<file path="src/rtl/nds_window_scanout.sv">
// Raster timing generator with a windowed, integer-upscaled frame-buffer scan-out.
// Counter-side sync/position info is delayed BRAM_LAT+1 cycles so every output describes the same pixel.
module nds_window_scanout #(
  parameter int H_ACTIVE = 640,
  parameter int H_FP     = 16,
  parameter int H_SYNC   = 96,
  parameter int H_BP     = 48,
  parameter int V_ACTIVE = 480,
  parameter int V_FP     = 10,
  parameter int V_SYNC   = 2,
  parameter int V_BP     = 33,
  parameter bit HS_POL   = 1'b0,
  parameter bit VS_POL   = 1'b0,
  parameter int SRC_W    = 256,
  parameter int SRC_H    = 192,
  parameter int SCALE    = 1,
  parameter int WIN_X0   = 192,
  parameter int WIN_Y0   = 144,
  parameter int PIX_W    = 18,
  parameter int BRAM_LAT = 2,
  parameter int ADDR_W   = 16
) (
  input  logic              pixel_clk,
  input  logic              reset,
  input  logic [PIX_W-1:0]  border_rgb,
  output logic [ADDR_W-1:0] bram_addr,
  output logic              bram_en,
  input  logic [PIX_W-1:0]  bram_data,
  output logic              hs,
  output logic              vs,
  output logic              active_nblank,
  output logic [9:0]        draw_x,
  output logic [9:0]        draw_y,
  output logic [5:0]        red,
  output logic [5:0]        green,
  output logic [5:0]        blue,
  output logic              frame_start
);

  localparam int CW    = 12;
  localparam int H_TOT = H_ACTIVE + H_FP + H_SYNC + H_BP;
  localparam int V_TOT = V_ACTIVE + V_FP + V_SYNC + V_BP;
  localparam int SX_W  = $clog2(SRC_W + 1);
  localparam int SY_W  = $clog2(SRC_H + 1);
  localparam int SUB_W = 2;

  localparam logic [CW-1:0] H_LAST  = CW'(H_TOT - 1);
  localparam logic [CW-1:0] V_LAST  = CW'(V_TOT - 1);
  localparam logic [CW-1:0] H_ACT   = CW'(H_ACTIVE);
  localparam logic [CW-1:0] V_ACT   = CW'(V_ACTIVE);
  localparam logic [CW-1:0] HS_BEG  = CW'(H_ACTIVE + H_FP);
  localparam logic [CW-1:0] HS_LEN  = CW'(H_SYNC);
  localparam logic [CW-1:0] VS_BEG  = CW'(V_ACTIVE + V_FP);
  localparam logic [CW-1:0] VS_LEN  = CW'(V_SYNC);
  localparam logic [CW-1:0] WX_BEG  = CW'(WIN_X0);
  localparam logic [CW-1:0] WX_LEN  = CW'(SRC_W * SCALE);
  localparam logic [CW-1:0] WY_BEG  = CW'(WIN_Y0);
  localparam logic [CW-1:0] WY_LEN  = CW'(SRC_H * SCALE);

  localparam logic [SUB_W-1:0]  SCALE_LAST = SUB_W'(SCALE - 1);
  localparam logic [SX_W-1:0]   SX_MAX     = SX_W'(SRC_W);
  localparam logic [SY_W-1:0]   SY_MAX     = SY_W'(SRC_H);
  localparam logic [ADDR_W-1:0] ROW_STEP   = ADDR_W'(SRC_W);

  typedef struct packed {
    logic       fs;
    logic       win;
    logic       act;
    logic       vs;
    logic       hs;
    logic [9:0] dy;
    logic [9:0] dx;
  } pix_info_t;

  localparam pix_info_t RST_INFO = '{1'b0, 1'b0, 1'b0, ~VS_POL, ~HS_POL, 10'd0, 10'd0};

  logic [CW-1:0]     hc_r, vc_r;
  logic [SX_W-1:0]   sx_r;
  logic [SY_W-1:0]   sy_r;
  logic [SUB_W-1:0]  sub_x_r, sub_y_r;
  logic [ADDR_W-1:0] row_base_r;
  logic [ADDR_W-1:0] bram_addr_r;
  logic              bram_en_r;
  pix_info_t         pipe_r [0:BRAM_LAT];

  logic              line_end_s, frame_end_s, x_in_s, y_in_s, win_s;
  logic [ADDR_W-1:0] addr_s;
  pix_info_t         stage_s;
  pix_info_t         out_s;
  logic [PIX_W-1:0]  rgb_s;

  // Raster position counters.
  always_ff @(posedge pixel_clk or posedge reset) begin
    if (reset) begin
      hc_r <= '0;
      vc_r <= '0;
    end else if (hc_r == H_LAST) begin
      hc_r <= '0;
      vc_r <= (vc_r == V_LAST) ? '0 : vc_r + CW'(1);
    end else begin
      hc_r <= hc_r + CW'(1);
    end
  end

  // Window membership and source address for the pixel at the counters.
  always_comb begin
    line_end_s  = (hc_r == H_LAST);
    frame_end_s = line_end_s && (vc_r == V_LAST);
    // Unsigned wrap makes positions left of / above the window compare as out of range.
    x_in_s      = ((hc_r - WX_BEG) < WX_LEN);
    y_in_s      = ((vc_r - WY_BEG) < WY_LEN);
    win_s       = x_in_s && y_in_s && (sx_r < SX_MAX) && (sy_r < SY_MAX);
    addr_s      = row_base_r + ADDR_W'(sx_r);
  end

  // Source-coordinate stepping: sx every SCALE pixels, sy/row_base every SCALE window lines.
  always_ff @(posedge pixel_clk or posedge reset) begin
    if (reset) begin
      sx_r       <= '0;
      sub_x_r    <= '0;
      sy_r       <= '0;
      sub_y_r    <= '0;
      row_base_r <= '0;
    end else begin
      if (line_end_s) begin
        sx_r    <= '0;
        sub_x_r <= '0;
      end else if (x_in_s) begin
        if (sub_x_r == SCALE_LAST) begin
          sub_x_r <= '0;
          sx_r    <= sx_r + SX_W'(1);
        end else begin
          sub_x_r <= sub_x_r + SUB_W'(1);
        end
      end
      if (frame_end_s) begin
        sy_r       <= '0;
        sub_y_r    <= '0;
        row_base_r <= '0;
      end else if (line_end_s && y_in_s) begin
        if (sub_y_r == SCALE_LAST) begin
          sub_y_r    <= '0;
          sy_r       <= sy_r + SY_W'(1);
          row_base_r <= row_base_r + ROW_STEP;
        end else begin
          sub_y_r <= sub_y_r + SUB_W'(1);
        end
      end
    end
  end

  // BRAM request; the address holds while disabled so it never goes X.
  always_ff @(posedge pixel_clk or posedge reset) begin
    if (reset) begin
      bram_en_r   <= 1'b0;
      bram_addr_r <= '0;
    end else begin
      bram_en_r <= win_s;
      if (win_s) begin
        bram_addr_r <= addr_s;
      end
    end
  end

  // Per-pixel info captured alongside the BRAM request.
  always_comb begin
    stage_s     = RST_INFO;
    stage_s.dx  = hc_r[9:0];
    stage_s.dy  = vc_r[9:0];
    stage_s.hs  = ((hc_r - HS_BEG) < HS_LEN) ? HS_POL : ~HS_POL;
    stage_s.vs  = ((vc_r - VS_BEG) < VS_LEN) ? VS_POL : ~VS_POL;
    stage_s.act = (hc_r < H_ACT) && (vc_r < V_ACT);
    stage_s.win = win_s;
    stage_s.fs  = (hc_r == '0) && (vc_r == '0);
  end

  // Alignment pipeline matching the BRAM read latency.
  always_ff @(posedge pixel_clk or posedge reset) begin
    if (reset) begin
      for (int i = 0; i <= BRAM_LAT; i++) begin
        pipe_r[i] <= RST_INFO;
      end
    end else begin
      pipe_r[0] <= stage_s;
      for (int i = 1; i <= BRAM_LAT; i++) begin
        pipe_r[i] <= pipe_r[i-1];
      end
    end
  end

  // Colour select for the aligned pixel.
  always_comb begin
    out_s = pipe_r[BRAM_LAT];
    rgb_s = '0;
    if (out_s.win) begin
      rgb_s = bram_data;
    end else if (out_s.act) begin
      rgb_s = border_rgb;
    end else begin
      rgb_s = '0;
    end
  end

  assign bram_addr     = bram_addr_r;
  assign bram_en       = bram_en_r;
  assign hs            = out_s.hs;
  assign vs            = out_s.vs;
  assign active_nblank = out_s.act;
  assign draw_x        = out_s.dx;
  assign draw_y        = out_s.dy;
  assign frame_start   = out_s.fs;
  assign red           = rgb_s[PIX_W-1 -: 6];
  assign green         = rgb_s[PIX_W-7 -: 6];
  assign blue          = rgb_s[PIX_W-13 -: 6];

endmodule

</file>
<file path="config.mk">
export PLATFORM = sky130hd
export DESIGN_NAME = nds_window_scanout
export DESIGN_NICKNAME = d
export VERILOG_FILES = /design/src/rtl/nds_window_scanout.sv
export SDC_FILE = /design/constraint.sdc
export NUM_CORES = 1
export LEC_CHECK = 0
export CELL_PAD_IN_SITES_DETAIL_PLACEMENT = 0
export CELL_PAD_IN_SITES_GLOBAL_PLACEMENT = 1
export CORE_MARGIN = 2
export CORE_UTILIZATION = 45
export CTS_CLUSTER_DIAMETER = 50
export DETAILED_ROUTE_END_ITERATION = 6
export HOLD_SLACK_MARGIN = 0.03
export PLACE_DENSITY = 0.91
export SLEW_MARGIN = 20
export SYNTH_ARGS = -nofsm -noshare
export SYNTH_HDL_FRONTEND = slang
export SYNTH_SLANG_ARGS = --single-unit
</file>
<file path="constraint.sdc">
create_clock -name pixel_clk -period 10.18 [get_ports pixel_clk]
set_clock_uncertainty 0.1 [all_clocks]
set_input_delay 1.527 -clock pixel_clk [delete_from_list [all_inputs] [get_ports pixel_clk]]
set_output_delay 1.527 -clock pixel_clk [all_outputs]
set_load 0.1 [all_outputs]
</file>
# Word level (Yosys, flattened, before mapping)
# Index checks and enable logic that the tools add are counted.
# W data, S select, Z words.
[word_totals]
regBits = 152
latchBits = 0
ram_bits = 0
mem_bits_ro = 0
input_bits = 38
output_inout_bits = 59
word_cells = 89
n_memories = 0
[op_classes]
add_sub_neg = 12
mul = 0
div_mod_pow = 0
magnitude_cmp = 8
n_eq_ne = 2
n_shift = 0
mux = 21
n_bitwise = 0
reduce_logical = 17
[ops]
columns = ["cell", "count"]
rows = [
  ["$mux W16", 3],
  ["$mux W18", 2],
  ["$mux W9", 3],
  ["$add A12 B1 Y12 const B", 2],
  ["$eq A12 B10 Y1 const B", 2],
  ["$logic_not A12 Y1", 2],
  ["$lt A12 B9 Y1 const B", 2],
  ["$mux W12", 2],
  ["$mux W8", 3],
  ["$sub A12 B8 Y12 const B", 2],
  ["$add A16 B9 Y16", 1],
  ["$add A16 B9 Y16 const B", 1],
  ["$lt A12 B10 Y1 const B", 1],
  ["$lt A12 B2 Y1 const B", 1],
  ["$lt A12 B7 Y1 const B", 1],
  ["$lt A12 B8 Y1 const B", 1],
  ["$mux W2", 6],
  ["$sub A12 B10 Y12 const B", 1],
  ["$sub A12 B9 Y12 const B", 1],
  ["$add A9 B1 Y9 const B", 1],
  ["$lt A9 B9 Y1 const B", 1],
  ["$add A8 B1 Y8 const B", 1],
  ["$lt A8 B8 Y1 const B", 1],
  ["$reduce_bool A2 Y1", 4],
  ["other kinds (5)", 15],
]

# Depth between registers and ports, before layout
[logic_depth]
ltp_word = 5
mapped_depth = 9
mapped_depth_nobuf = 7

# Worst setup path after synthesis
# Ideal clock, no wire load.
[synth_path]
path_kind = "input-to-output"
startpoint = "input border_rgb[16]"
endpoint = "output red[4]"
arrival_ns = 3.708
slack_ns = 4.845
stages = 2
path_buffers = 0
cell_sequence = "nand2_1 o21ai_0"
[synth_via]
elab_chain_len = 2
[synth_rtl]
columns = ["item", "line_no", "text"]
rows = [
  ["start: declaration", "25", "input logic [PIX_W-1:0] border_rgb,"],
  ["$mux W18", "197", "end else if (out_s.act) begin"],
  ["$mux W18", "195", "if (out_s.win) begin"],
  ["end: declaration", "34", "output logic [5:0] red,"],
]
# No other way between the ends.

# Worst setup path after layout
# Ends and elaborated chain as after synthesis.

==> impl_metrics.env <==
export IMPL_final_util=0.5751
export IMPL_gr_usage_all_layers=0.1691
export IMPL_synth_top_area_cell="dfrtp_1"
export IMPL_clk_latency_ps=410
export IMPL_overflow=0
export IMPL_post_dp_hpwl_um=7485
export IMPL_holdPathStages=0
export IMPL_reg2reg_slack_ps=7100
export IMPL_r2r_cells=7
export IMPL_syn_nets=560
export IMPL_yosys_warnings=0
export IMPL_clkSinkCount=144
export IMPL_period_share=0.4893
export IMPL_row_count=42
export IMPL_crit_chain="clkdlybuf4s50_1 -> nand2_1 -> o21ai_0 -> clkdlybuf4s50_1"
export IMPL_peakVddDrop_uv=119.9
export IMPL_place_congestion=0.7943
export IMPL_worst_path_buf_inv=2
export IMPL_worstSetupPathType="in -> out"
export IMPL_worst_pin_slew_ps=1104
export IMPL_post_synth_cell_area_avg_um2=11.88
export IMPL_r2r_end="sy_r[4]$_DFFE_PP0P_"
export IMPL_synth_top_flop_cell="dfrtp_1"
export IMPL_path_clk_slew_ps=60
export IMPL_path_max_fanout=1
export IMPL_post_cts_setup_buffer_count=0
export IMPL_die_h_um=119.4
export IMPL_layout_area_seq_um2=3611
export IMPL_drc=0
export IMPL_ys_ff_latch=144
export IMPL_fp_dieW_um=119.4
export IMPL_synth_area_um2=5989
export IMPL_wire_per_inst_um=14.79
export IMPL_p_leak_nw=3.495
export IMPL_drv_cap=0
export IMPL_synthCells=504
export IMPL_fp_coreArea_um2=13140
export IMPL_rsz0062_at_grt="no"
export IMPL_end_kind="primary output"
export IMPL_placed_cells=736
export IMPL_min_delay_start="pipe_r[55]$_DFF_PP0_"
export IMPL_fin_ws_ps=5199
export IMPL_r2r_start="vc_r[1]$_DFFE_PP0N_"
export IMPL_grt_pass1_wl_um=19150
export IMPL_synth_most_common_cell="dfrtp_1"
export IMPL_synth_distinct_cells=50
export IMPL_finalSetupTns_ps=0
export IMPL_diodes=0
export IMPL_drt_wl_total_um=11360
export IMPL_async_flop_share=1.000
export IMPL_cts_resized=0
export IMPL_multi_input_area_um2=2069
export IMPL_p_per_area_nw_per_um2=167.0
export IMPL_worstSetupStartpointType="primary input"
export IMPL_drive_gt1_frac=0.09459
export IMPL_worst_slew_margin_rel=0.2574
export IMPL_hold_path_endpoint="pipe_r[30]$_DFF_PP0_"
export IMPL_area_growth_pct=26.15
export IMPL_stdcell_count=768
export IMPL_fin_nets=635
export IMPL_initial_utilization=0.4559
export IMPL_ys_top_cells_by_area="dfrtp_1 58%, ha_1 3.8%, mux2_1 3.2%"
export IMPL_maxSlewViolCount=0
export IMPL_cts_inserted_buffers=17
export IMPL_hold_viol=0
export IMPL_routed_via_count=3967
export IMPL_hold_path_class="reg -> reg"
export IMPL_synth_top_area_frac=0.5766
export IMPL_drt_initial_drc_count=237
export IMPL_root_buffer="clkbuf_16"
export IMPL_synth_compound_area_frac=0.07311
export IMPL_cts_tree="built"
export IMPL_slowest_stage="clkdlybuf4s50_1"
export IMPL_synth_top_family_by_area="simple AND/OR/NAND/NOR gates"
export IMPL_synth_simple_area_share=0.1492
export IMPL_crit_arrival_ps=3350
export IMPL_synth_xor_area_frac=0.04533
export IMPL_worst_path_most_repeated_cell="clkdlybuf4s50_1"
export IMPL_grt_max_degree=89
export IMPL_fp_dieArea_um2=14250
export IMPL_synthMuxAreaShare=0.03886
export IMPL_pre_cts_slack_ps=5188
export IMPL_min_period_ps=4981
export IMPL_portBuffers=96
export IMPL_synthAdderAreaFrac=0.03760
export IMPL_synth_common_cells="138 x dfrtp_1, 45 x nor2_1, 33 x nand2_1"
export IMPL_first_pass_iters=4
export IMPL_fmax_mhz=200.8
export IMPL_fill_cells=1046
export IMPL_setup_viol=0
export IMPL_antenna_found_initial=0
export IMPL_power_total_w=0.001262
export IMPL_grt_pass1_vias=4083
export IMPL_status="completed"
export IMPL_critical_path_top_delay_family="buffers and inverters"
export IMPL_cp_required_ps=8550
export IMPL_ys_seq_area_frac=0.6029
export IMPL_htree_levels=4
export IMPL_ctsHoldBuffers=0
export IMPL_synth_edf_count=0
export IMPL_ant_nets=0
export IMPL_ios=97
export IMPL_slowest_delay_ps=1150
export IMPL_avgViaCountPerCell=5.165
export IMPL_clk_path_buf_depth=2
cell usage in the layout, fill, tap and decap left out, types with 3 or more instances in the layout:
master and instances:
a21oi_1 13, a22o_1 18, and2_1 3, and3_1 6
clkbuf_16 17, clkdlybuf4s50_1 96, dfrtp_1 138, dfstp_2 6
ha_1 18, inv_1 16, inv_6 6, inv_8 3
mux2_1 17, mux2i_1 3, nand2_1 33, nand2b_1 3
nand3_1 24, nand4_1 15, nor2_1 45, nor2b_1 4
nor3_1 4, nor4_1 3, o21ai_0 15, o21ai_1 6
o31ai_1 3, or3_1 9, xnor2_1 14, xor2_1 17
cell type report:
class,instances,share of cell area
Sequential cell,144,0.4779
Multi-Input combinational cell,301,0.2739
Timing Repair Buffer,98,0.1297
Clock buffer,18,0.05812
Tap cell,176,0.02914
Clock inverter,14,0.02219
Inverter,17,0.009107
routing by layer:
| metal | up-vias | part of all wire | GRT usage | wire (um) |
|---|---|---|---|---|
| met4 | 0 | 0.016 | 0.06618 | 181 |
| met3 | 16 | 0.062 | 0.05077 | 706 |
| met1 | 1956 | 0.41 | 0.1921 | 4667 |
| met2 | 126 | 0.51 | 0.2989 | 5799 |
| met5 | - | 0 | 0 | 0 |
| li1 | 1869 | - | - | - |
flip-flops by register name, summed over array words and instances, names as in the netlist:
register	count
sy_r	8
frame_start	1
sub_x_r	2
out_s	1
vc_r	12
pipe_r	50
sx_r	9
active_nblank	1
vs	1
hc_r	12
draw_y	10
sub_y_r	2
hs	1
row_base_r	8
draw_x	10
bram_addr	16
cells by family after synthesis:
| family | Yosys count |
|---|---|
| flops | 144 |
| mux | 21 |
| compound gates | 64 |
| xor+xnor | 31 |
| buf+inv | 59 |
| simple gates | 167 |
| fa+ha+maj | 18 |
worst max path at each step:
stage | start | endpoint | slack (ps) | cells past startpoint
after floorplan | reset | active_nblank$_DFF_PP0_ | 4700 | 1
after global placement | border_rgb[16] | red[4] | 5180 | 4
after CTS | out_s[23]$_DFF_PP0_ | green[4] | 5180 | 3
after detailed placement | border_rgb[16] | red[4] | 5190 | 4
final | border_rgb[16] | red[4] | 5200 | 4
after global routing | border_rgb[16] | red[4] | 5160 | 4
report_power, final:
part	switching, W	internal (W)	total (W)	leakage, nW
Clock	0.000249	0.000376	0.000625	0.298
Sequential	0	0.000573	0.000573	1.91
Combinational	0.0000427	0.0000212	0.0000639	1.29
Total	0.000292	0.000970	0.00126	3.50
stage by stage:
| step | instance area (um^2) | hold slack [ps] |
|---|---|---|
| floorplan | 5989 | 231.2 |
| global placement | 6943 | 231.5 |
| detailed placement | 6943 | 234.7 |
| CTS | 7550 | 244.9 |
| global route | 7556 | 249.5 |
| finish | 7556 | 244.3 |
Power figures use the tool's default switching activity.
